==> src/rtl/vram_arbiter.sv <==
// Single-port video RAM arbiter: display scanout has absolute priority, a
// held-request writer is granted the port during blanking, one write per clock.
module vram_arbiter #(
    parameter int H_DISPLAY = 640,
    parameter int V_DISPLAY = 480,
    parameter int ADDR_W    = 19,
    parameter int DATA_W    = 8
) (
    input  logic              clk,
    input  logic              rst_n,
    input  logic              hDisplay,
    input  logic              vDisplay,
    input  logic              wr_req,
    input  logic [ADDR_W-1:0] wr_addr,
    input  logic [DATA_W-1:0] wr_data,
    output logic              wr_gnt,
    output logic [ADDR_W-1:0] ram_addr,
    output logic              ram_we,
    output logic [DATA_W-1:0] ram_wdata,
    input  logic [DATA_W-1:0] ram_rdata,
    output logic [DATA_W-1:0] pix_data,
    output logic              pix_valid
);

    localparam logic [ADDR_W-1:0] LAST_ADDR = ADDR_W'(H_DISPLAY * V_DISPLAY - 1);

    typedef enum logic [1:0] {IDLE, SCAN, WRITE} state_t;

    state_t            state;
    state_t            state_next;
    logic              active;
    logic [ADDR_W-1:0] scan_addr;
    logic              rd_pending;

    assign active = ~hDisplay & ~vDisplay;

    // NOTE: state_next gets its default before any branch so no latch is inferred.
    always_comb begin
        state_next = IDLE;
        if (active)
            state_next = SCAN;
        else if (wr_req)
            state_next = WRITE;
    end

    always_ff @(posedge clk or negedge rst_n) begin
        if (!rst_n)
            state <= IDLE;
        else
            state <= state_next;
    end

    // RAM port outputs are registered off the state being entered, so the
    // port reflects the state for the whole cycle after the deciding edge.
    always_ff @(posedge clk or negedge rst_n) begin
        if (!rst_n) begin
            ram_addr  <= '0;
            ram_we    <= 1'b0;
            ram_wdata <= '0;
            wr_gnt    <= 1'b0;
        end else begin
            ram_we <= 1'b0;
            wr_gnt <= 1'b0;
            case (state_next)
                SCAN: ram_addr <= scan_addr;
                WRITE: begin
                    ram_addr  <= wr_addr;
                    ram_wdata <= wr_data;
                    ram_we    <= 1'b1;
                    wr_gnt    <= 1'b1;
                end
                default: ;
            endcase
        end
    end

    always_ff @(posedge clk or negedge rst_n) begin
        if (!rst_n)
            scan_addr <= '0;
        else if (vDisplay)
            scan_addr <= '0;
        else if (state_next == SCAN)
            scan_addr <= (scan_addr == LAST_ADDR) ? '0 : scan_addr + 1'b1;
    end

    // The RAM returns data one cycle after the SCAN address cycle; capture it
    // on the following edge, giving two clocks from the Active sample.
    always_ff @(posedge clk or negedge rst_n) begin
        if (!rst_n) begin
            rd_pending <= 1'b0;
            pix_valid  <= 1'b0;
            pix_data   <= '0;
        end else begin
            rd_pending <= (state == SCAN);
            pix_valid  <= rd_pending;
            pix_data   <= rd_pending ? ram_rdata : '0;
        end
    end

endmodule

==> config.mk <==
export PLATFORM = sky130hd
export DESIGN_NAME = vram_arbiter
export DESIGN_NICKNAME = d
export VERILOG_FILES = /design/src/rtl/vram_arbiter.sv
export SDC_FILE = /design/constraint.sdc
export NUM_CORES = 1
export LEC_CHECK = 0
export ABC_AREA = 1
export BUFFER_PORTS_ARGS = -buffer_cell sky130_fd_sc_hd__buf_2
export CAP_MARGIN = 5
export CORE_ASPECT_RATIO = 1.1
export CORE_MARGIN = 2
export CORE_UTILIZATION = 52
export CTS_CLUSTER_DIAMETER = 50
export CTS_CLUSTER_SIZE = 28
export DETAILED_ROUTE_END_ITERATION = 6
export HOLD_SLACK_MARGIN = 0.02
export PLACE_DENSITY = 0.79
export SYNTH_ARGS = -nofsm -noshare
export SYNTH_HDL_FRONTEND = slang
export SYNTH_SLANG_ARGS = --single-unit
==> constraint.sdc <==
create_clock -name clk -period 1.7 [get_ports clk]
set_input_delay 0.17 -clock clk [delete_from_list [all_inputs] [get_ports clk]]
set_output_delay 0.17 -clock clk [all_outputs]
set_load 0.02 [all_outputs]
======== Yosys cells after proc, flatten, opt, wreduce, memory -nomap -nowiden ========
Index checks and enable logic that the tools add are counted.
word-level totals
  bits of input ports ..................... 40
  output and inout bits ................... 38
  logic and storage cells ................. 26
  flip-flop bits (word level) ............. 59
operators by class
  mux-type cells .......................... 8
  bitwise operators ....................... 3
  $add $sub $neg .......................... 1
  reductions and logical operators ........ 2
  equality and inequality tests ........... 4
operators with widths
  kind                     count
  $mux W19                 3
  $pmux W19 S2             1
  $add A19 B1 Y19 const B  1
  $eq A19 B19 Y1 const B   1
  $mux W8                  1
  $eq A2 B1 Y1 const B     2
  $mux W2                  2
  $reduce_bool A2 Y1       2
  $eq A2 B2 Y1 const B     1
  $not A1 Y1               2
  $and A1 B1 Y1            1
  $mux W1                  1

======== Logic depth before layout (Yosys ltp) ========
Gate-level depths: netlist of run 1.
  depth in word-level cells ............... 6
  gate-level depth with buffers ........... 8
  mapped depth without buffers ............ 8

======== Least setup slack after synthesis of run 1 ========
Ideal clock, no wire load.
  path kind ............................... register to register
  start ................................... register scan_addr[0]
  end ..................................... register scan_addr[9]
  path slack .............................. 0.295 ns
  library setup time ...................... 0.123 ns
  buffers on the path ..................... 1
  cell stages (with the launch flop) ...... 8
  arrival time ............................ 1.282 ns
  required time ........................... 1.577 ns
  clock period less this slack ............ 1.405 ns
  path through ............................ dfrtp_1 > ha_1 > nand2_2 > nor2_8 > nand3_4 > o21ai_4 > buf_12 > o21ai_1
on the way
  word-level cells in the longest chain between the ends .. 4
  elaborated cells on any way between the ends .. 5
  those cells by class .................... add/sub (1); eq/ne (1); mux (3)
RTL lines
  item                                               line  RTL
  start, declared                                    32    logic [ADDR_W-1:0] scan_addr;
  start signal, assigned                             83    scan_addr <= (scan_addr == LAST_ADDR) ? '0 : scan_addr + 1'b1;
  $add A19 B1 Y19 or $eq A19 B19 Y1 (tied branches)  83
  $mux W19 *                                         83
  $mux W19 *                                         82    else if (state_next == SCAN)
  $mux W19 *                                         80    else if (vDisplay)
Mark *: on every way between the ends. The rest lies on a longest branch, timed or not. The select of a mux whose other input is x is not followed.
A chain may end at the register's enable or synchronous reset.

======== Worst setup path in the final report of run 1 ========
Same ends and word-level chain as after synthesis.

==> results of run 1 <==
[cell usage after synthesis]
library cell / n / area share
nand2_4: 1 / 0.0040
nor3_1: 1 / 0.0018
nand4_1: 1 / 0.0022
dfrtp_1: 58 / 0.52
buf_4: 3 / 0.0080
nand3_4: 1 / 0.0062
buf_12: 1 / 0.0071
xnor2_1: 2 / 0.0062
inv_1: 32 / 0.043
o21ai_2: 9 / 0.028
nor2_2: 4 / 0.0089
nand2_1: 141 / 0.19
nand3_1: 16 / 0.028
inv_2: 2 / 0.0027
nand3_2: 1 / 0.0036
o21ai_4: 1 / 0.0058
nor2_8: 2 / 0.014
o21ai_0: 5 / 0.0089
nor2_1: 17 / 0.023
buf_1: 1 / 0.0013
clkbuf_1: 2 / 0.0027
o211ai_1: 13 / 0.035
buf_6: 1 / 0.0040
nor2_4: 3 / 0.012
o21ai_1: 4 / 0.0071
ha_1: 1 / 0.0044
nand2_2: 6 / 0.013
xor2_1: 4 / 0.012
o21bai_1: 1 / 0.0027
[metal layers]
metal,up-vias,GRT usage,share of wire
li1,1226,-,-
met1,1164,0.279,0.43
met2,85,0.393,0.49
met3,10,0.0670,0.066
met4,0,0.0891,0.012
met5,-,0,0
[layout by cell type (no fill, tap or decap), types with 3 or more instances in the layout]
cell / count
nand2_1: 141
buf_2: 77
dfrtp_1: 58
inv_1: 32
nor2_1: 17
nand3_1: 16
o211ai_1: 13
o21ai_2: 9
clkbuf_8: 9
nand2_2: 6
dlygate4sd3_1: 6
o21ai_0: 5
buf_4: 5
nor2_4: 4
o21ai_1: 4
xor2_1: 4
nor2_2: 3
bufinv_16: 3
clkinv_4: 3
[stage by stage]
stage / setup WS [ns] / std cells / total power [uW] / area [sq um]
2_1_floorplan: 0.295 / 334 / 1750 / 2810
3_3_place_gp: 0.171 / 484 / 1920 / 3290
3_5_place_dp: 0.121 / 484 / 1930 / 3290
4_1_cts: 0.102 / 506 / 3530 / 3590
5_1_grt: 0.0403 / 506 / 3630 / 3600
6_report: 0.139 / 506 / 3490 / 3600
[flip-flops by register name (all words and copies together), names as in the netlist]
| name | flops |
|---|---|
| ram_addr | 19 |
| scan_addr | 19 |
| ram_wdata | 8 |
| pix_data | 8 |
| ram_we | 1 |
| rd_pending | 1 |
| state | 1 |
| pix_valid | 1 |
[power by group through the flow]
stage	clock [uW]	sequential (uW)	combinational, uW
2_1_floorplan	0	1610	135
3_3_place_gp	0	1520	400
3_5_place_dp	0	1530	408
4_1_cts	1610	1500	419
5_1_grt	1660	1510	458
6_report	1580	1500	414
[worst reg2reg max path, stage by stage (launching register included)]
cell and delay [ns]:
dfrtp_1 0.42, ha_1 0.22, nand2_2 0.10, nor2_8 0.16, nand3_4 0.11, o21ai_4 0.19
buf_4 0.18, o21ai_1 0.07
[layout make-up]
class,count,share of cell area
clock buffer,9,0.0344
clock inverter,7,0.0348
inverter,34,0.0355
multi-input combinational,234,0.326
sequential,58,0.403
tap,75,0.0261
timing repair buffer,89,0.140
[path summary, 6_finish.rpt]
kind	cells after the start	start	end	slack, ns
max in group asynchronous	3	rst_n	ram_addr[13]	0.79
hold reg to reg	1	ram_we	rd_pending	0.48
setup / recovery	7	scan_addr[0]	scan_addr[9]	0.14
min in group asynchronous	2	rst_n	ram_wdata[5]	0.35
hold / removal	3	ram_rdata[5]	pix_data[5]	0.03
setup reg to reg	7	scan_addr[0]	scan_addr[9]	0.14
[kinds of logic after synthesis]
| group | count (synthesis) | synth area share |
|---|---|---|
| and+or+nand+nor | 194 | 0.305 |
| adders and majority gates | 1 | 0.00445 |
| DFF | 58 | 0.516 |
| buffers and inverters | 42 | 0.0685 |
| AOI/OAI and AO/OA | 33 | 0.0872 |
| xor gates and xnor gates | 6 | 0.0187 |
[repair_timing]
item	CTS	global route
resized for setup	0	1
endpoints found under the hold margin	26	0
hold buffers	6	0
setup endpoints to repair	0	1
==> summary.md, run 1 <==
| Metric | Value |
|---|---|
| I/O Pins | 78 |
| Share of cells above drive strength 1 | 0.299 |
| Post-Route WL | around 6500 um |
| Number of nets with antenna violations after routing | 0 |
| Global route overflow | 0 |
| Post-route clock period utilization | 0.918 |
| # rows | 28 |
| Clock root buffer master | clkbuf_8 |
| Synthesized instance count | about 330 |
| Yosys warning total | 0 |
| Fin Hold WS | 0.0310 ns |
| IO Port Bufs | 77 |
| Top delay family on crit path | flip-flops |
| F_max | 641 MHz |
| Die Height | 81.2 um |
| Ant. Diodes | 0 |
| Clk pin slew, worst setup/hold paths | roughly 0.07 ns |
| Worst Path Required | 1.91 ns |
| Least-Margin Pin Slew | 0.557 ns |
| WP buf/inv | 1 |
| Final setup fails | 0 |
| Worst Hold Class | input pin to register |
| Initial Utilization | 0.532 |
| PwrDens | roughly 970 nW/um^2 |
| Combinational power share | 0.119 |
| Via count | approximately 2,500 |
| Initial antenna violation count | 0 |
| Seq pwr share | 0.429 |
| Max incr delay on CP | 0.42 ns |
| CTS Sinks | 58 |
| Flops & latches, synth | 58 |
| Syn avg cell area | 8.42 sq um |
| Post-DR wirelength/cell | around 13 um |
| Post-DP HPWL | 4690 um |
| # H-tree levels | 3 |
| Vias in the first global route | approximately 2,400 |
| Gr usage total | 0.233 |
| CTS Buffer Depth | 2 |
| RePlAce Congestion | 0.928 |
| 1st-iter DRT viols | about 140 |
| Clk_lat worst skew | 0.34 ns |
| CTS tree | built |
| Via-to-Cell Ratio | 4.91 |
| Seq. cell area | 1450 sq um |
| Global-route wire length before repair | 10,600 um |
| P_sw | 902 uW |
| Area delta synth->final | 27.9% |
| Pins Over Slew Limit | 0 |
| Mapped Area | 2810 sq um |
| Leak pwr | 0.00191 uW |
| Clk_skew | 0.00611 ns |
| Largest net degree at the start of global routing | 29 |
| Net Count, Synth | 375 |
| Worst Path Max Fanout | 6 |
| DRT Pass-1 Iters | 4 |
| Final net count | 467 |
| Sw Share | 0.258 |
| DRC | 0 |
| Die ar. | between 6000 and 7000 sq um |
| Clk network pwr share | 0.452 |
| RSZ-0062 raised after global routing | false |
| Max_cap viols | 0 |
| Crit. End Element | register |
| CP cell instances | ha_1, nand2_2, nor2_8, nand3_4, o21ai_4, buf_4, o21ai_1 |
| Post-CTS Setup Bufs | 0 |
| Core box area | 5290 sq um |
| Crit path kind | register to register |
| Relative slew slack | 0.629 |
| Part of the Yosys area used for sequential elements | 0.516 |
| Netlist cell types | 29 |
| Pint | 2590 uW |
| Minimum clock period after layout | about 1.6 ns |
| Status | finished, final reports clean |
| Number of fill cells in the layout | 430 |
| Final hold vios | 0 |
| Crit-path slowest cell | dfrtp_1 |
| Multi-input gate area | about 1200 sq um |
| Num CTS Buffers | 9 |
| Worst Path Arrival | 1.78 ns |
| Peak supply drop | a little over 0.4 mV |
| Die width | 74.1 um |
| Post-route setup TNS | 0 ns |
| Final core occ | 0.680 |
| Critical Path Source Type | register |
Note: power is estimated with default switching activity, not from simulation.
==> run 2: changes to the inputs <==
CORE_UTILIZATION = 56   (was 52)
CTS_CLUSTER_SIZE = 16   (was 28)
PLACE_DENSITY = 0.85   (was 0.79)
SETUP_SLACK_MARGIN = 0.1   (was unset)
clock period = 1.8 ns   (was 1.7 ns; I/O delays follow)
==> summary.md, run 2 (synthesis results as in run 1) <==
| Metric | Value |
|---|---|
| Status | finished, final reports clean |
| Ant. Diodes | 0 (unchanged) |
| Clk_skew | 0.00430 ns (-0.00181 ns) |
| Reg2reg setup slack | 0.17 ns (+0.03 ns) |
| Crit-path slowest cell | dfrtp_1 |
| CP cell instances | ha_1, nand2_2, nor2_8, nand3_4, o21ai_4, buf_4, o21ai_1 |
| Crit. End Element | register |
| Commonest cells after routing, fill and taps aside | nand2_1, buf_2, dfrtp_1, inv_1, nor2_1 |
| Crit path kind | register to register |
| Final setup fails | 0 (unchanged) |
| Global route overflow | 0 (unchanged) |
| Final core occ | 0.705 (+0.0250) |
| Hold Crit Depth | 3 (unchanged) |
| Vias in the first global route | 2,410 (+1.4%) |
| 1st-iter DRT viols | 197 (+45%) |
| Leak pwr | 0.00187 uW (-2.4%) |
| Worst Hold Class | input pin to register |
| PwrDens | 816 nW/um^2 (-16%) |
| Post-DR wirelength/cell | 13.2 um (+3.4%) |
| Max incr delay on CP | 0.42 ns (about the same) |
| Clk network pwr share | 0.363 (-0.089) |
| DRC | 0 (unchanged) |
| Minimum clock period after layout | 1.63 ns (+0.0714 ns) |
| Max_cap viols | 0 (unchanged) |
| Relative slew slack | 0.535 (-0.0935) |
| Num CTS Buffers | 9 (unchanged) |
| P_sw | 832 uW (-7.8%) |
| Final hold vios | 0 (unchanged) |
| Clk_lat worst skew | 0.34 ns (about the same) |
| Largest net degree at the start of global routing | 32 (+10%) |
| Pins Over Slew Limit | 0 (unchanged) |
| CTS Buffer Depth | 2 (unchanged) |
| Final net count | 466 (-0.21%) |
| Post-DP HPWL | 4600 um (-2.0%) |
| Hold Path Origin | ram_rdata[0] |
| Initial antenna violation count | 0 (unchanged) |
| IO Port Bufs | 77 (unchanged) |
| WHS Endpoint | pix_data[0] |
| CTS Sinks | 58 (unchanged) |
| # H-tree levels | 3 (unchanged) |
| RSZ-0062 raised after global routing | false |
| Die width | 71.6 um (-3.4%) |
| Pint | 2010 uW (-23%) |
| Reg-to-reg endpoint | scan_addr[9] |
| Via-to-Cell Ratio | 5.12 (+4.3%) |
| Worst Path Arrival | 1.86 ns (+0.08 ns) |
| Clk pin slew, worst setup/hold paths | 0.07 ns (about the same) |
| Path depth of the worst reg2reg path | 7 (unchanged) |
| Die ar. | 5610 sq um (-6.8%) |
| Share of cells above drive strength 1 | 0.305 (+0.00535) |
| DRT Pass-1 Iters | 4 (unchanged) |
| Peak supply drop | 0.432 mV (+5.5%) |
| Reg2reg start | scan_addr[0] |
| Post-route setup TNS | 0 ns (unchanged) |
| Clock root buffer master | clkbuf_8 |
| Via count | 2,500 (+0.60%) |
| Number of nets with antenna violations after routing | 0 (unchanged) |
| Seq pwr share | 0.499 (+0.070) |
| WP buf/inv | 1 (unchanged) |
| Largest regs | ram_addr: 19 flops, scan_addr: 19 flops |
| Area delta synth->final | 23.7% |
| I/O Pins | 78 (unchanged) |
| Most common cell after layout, fill and taps aside | nand2_1 |
| Critical Path Source Type | register |
| F_max | 613 MHz (-4.4%) |
| Top delay family on crit path | flip-flops |
| # rows | 27 (-3.6%) |
| Post-Route WL | 6440 um (-0.31%) |
| Initial Utilization | 0.571 (+0.0386) |
| Global-route wire length before repair | 10,800 um (+1.8%) |
| Sw Share | 0.293 (+0.0347) |
| Core box area | 4930 sq um (-6.8%) |
| Die Height | 78.3 um (-3.5%) |
| Worst Path Required | 2.03 ns (+0.12 ns) |
| RePlAce Congestion | 0.937 (+0.95%) |
| CTS resizes | 0 (unchanged) |
| Worst Path Max Fanout | 6 (unchanged) |
| CTS tree | built |
| Gr usage total | 0.250 (+0.0172) |
| Least-Margin Pin Slew | 0.697 ns (+0.140 ns) |
| Combinational power share | 0.138 (+0.019) |
| Post-route clock period utilization | 0.907 (-0.0113) |
## run 2: area by class of cell
cell class,count,area [sq um]
Clock inverter,7,46.3
Sequential cell,58,1450
Multi-Input combinational cell,234,1170
Timing Repair Buffer,88,488
Clock buffer,9,124
Tap cell,58,72.6
Fill cell,369,1450
Inverter,34,128
## run 2: worst reg2reg max path, delay by kind of cell, from the launching register on
kind / cells / cell delay [ns]
DFF: 1 / 0.42
and+or+nand+nor: 3 / 0.39
AOI/OAI and AO/OA: 2 / 0.29
adders and majority gates: 1 / 0.23
buffers and inverters: 1 / 0.19
## run 2: repair_timing
action | in CTS | in global routing
hold buffers | 3 | 0
setup buffers | 0 | 2
endpoints found under the setup margin | 0 | 6
endpoints found under the hold margin | 32 | 0
## run 2: per-layer routing
metal / GRT usage / share of wire / vias to the layer above
met5: 0 / 0 / -
met4: 0.128 / 0.018 / 0
met3: 0.0526 / 0.078 / 14
met2: 0.406 / 0.48 / 99
met1: 0.312 / 0.43 / 1156
li1: - / - / 1231
## run 2: per-stage QoR
stage / hold slack [ns] / power [uW] / worst slack [ns] / std cells / area [sq um]
after floorplan: -0.116 / 1650 / 0.395 / 334 / 2810
after global placement: 0.249 / 1810 / 0.268 / 467 / 3260
after detailed placement: 0.257 / 1820 / 0.179 / 467 / 3260
after CTS: 0.0222 / 2850 / 0.151 / 486 / 3460
after global routing: 0.0383 / 2950 / 0.0798 / 488 / 3480
final: 0.0289 / 2840 / 0.167 / 488 / 3480
## run 2: how the worst max path moves through the flow
stage | from | to | slack, ns | depth (start not counted)
finish | scan_addr[0] | scan_addr[9] | 0.17 | 7
global route | scan_addr[0] | scan_addr[9] | 0.08 | 7
CTS | scan_addr[0] | scan_addr[9] | 0.15 | 7
detailed placement | scan_addr[0] | scan_addr[9] | 0.18 | 7
global placement | scan_addr[0] | scan_addr[9] | 0.27 | 7
floorplan | scan_addr[0] | scan_addr[9] | 0.40 | 7
## run 2: power by group through the flow
stage | clock (uW) | combinational, uW | sequential [uW]
2_1_floorplan | 0 | 128 | 1520
3_3_place_gp | 0 | 377 | 1440
3_5_place_dp | 0 | 385 | 1440
4_1_cts | 1050 | 391 | 1410
5_1_grt | 1100 | 430 | 1420
6_report | 1030 | 391 | 1420
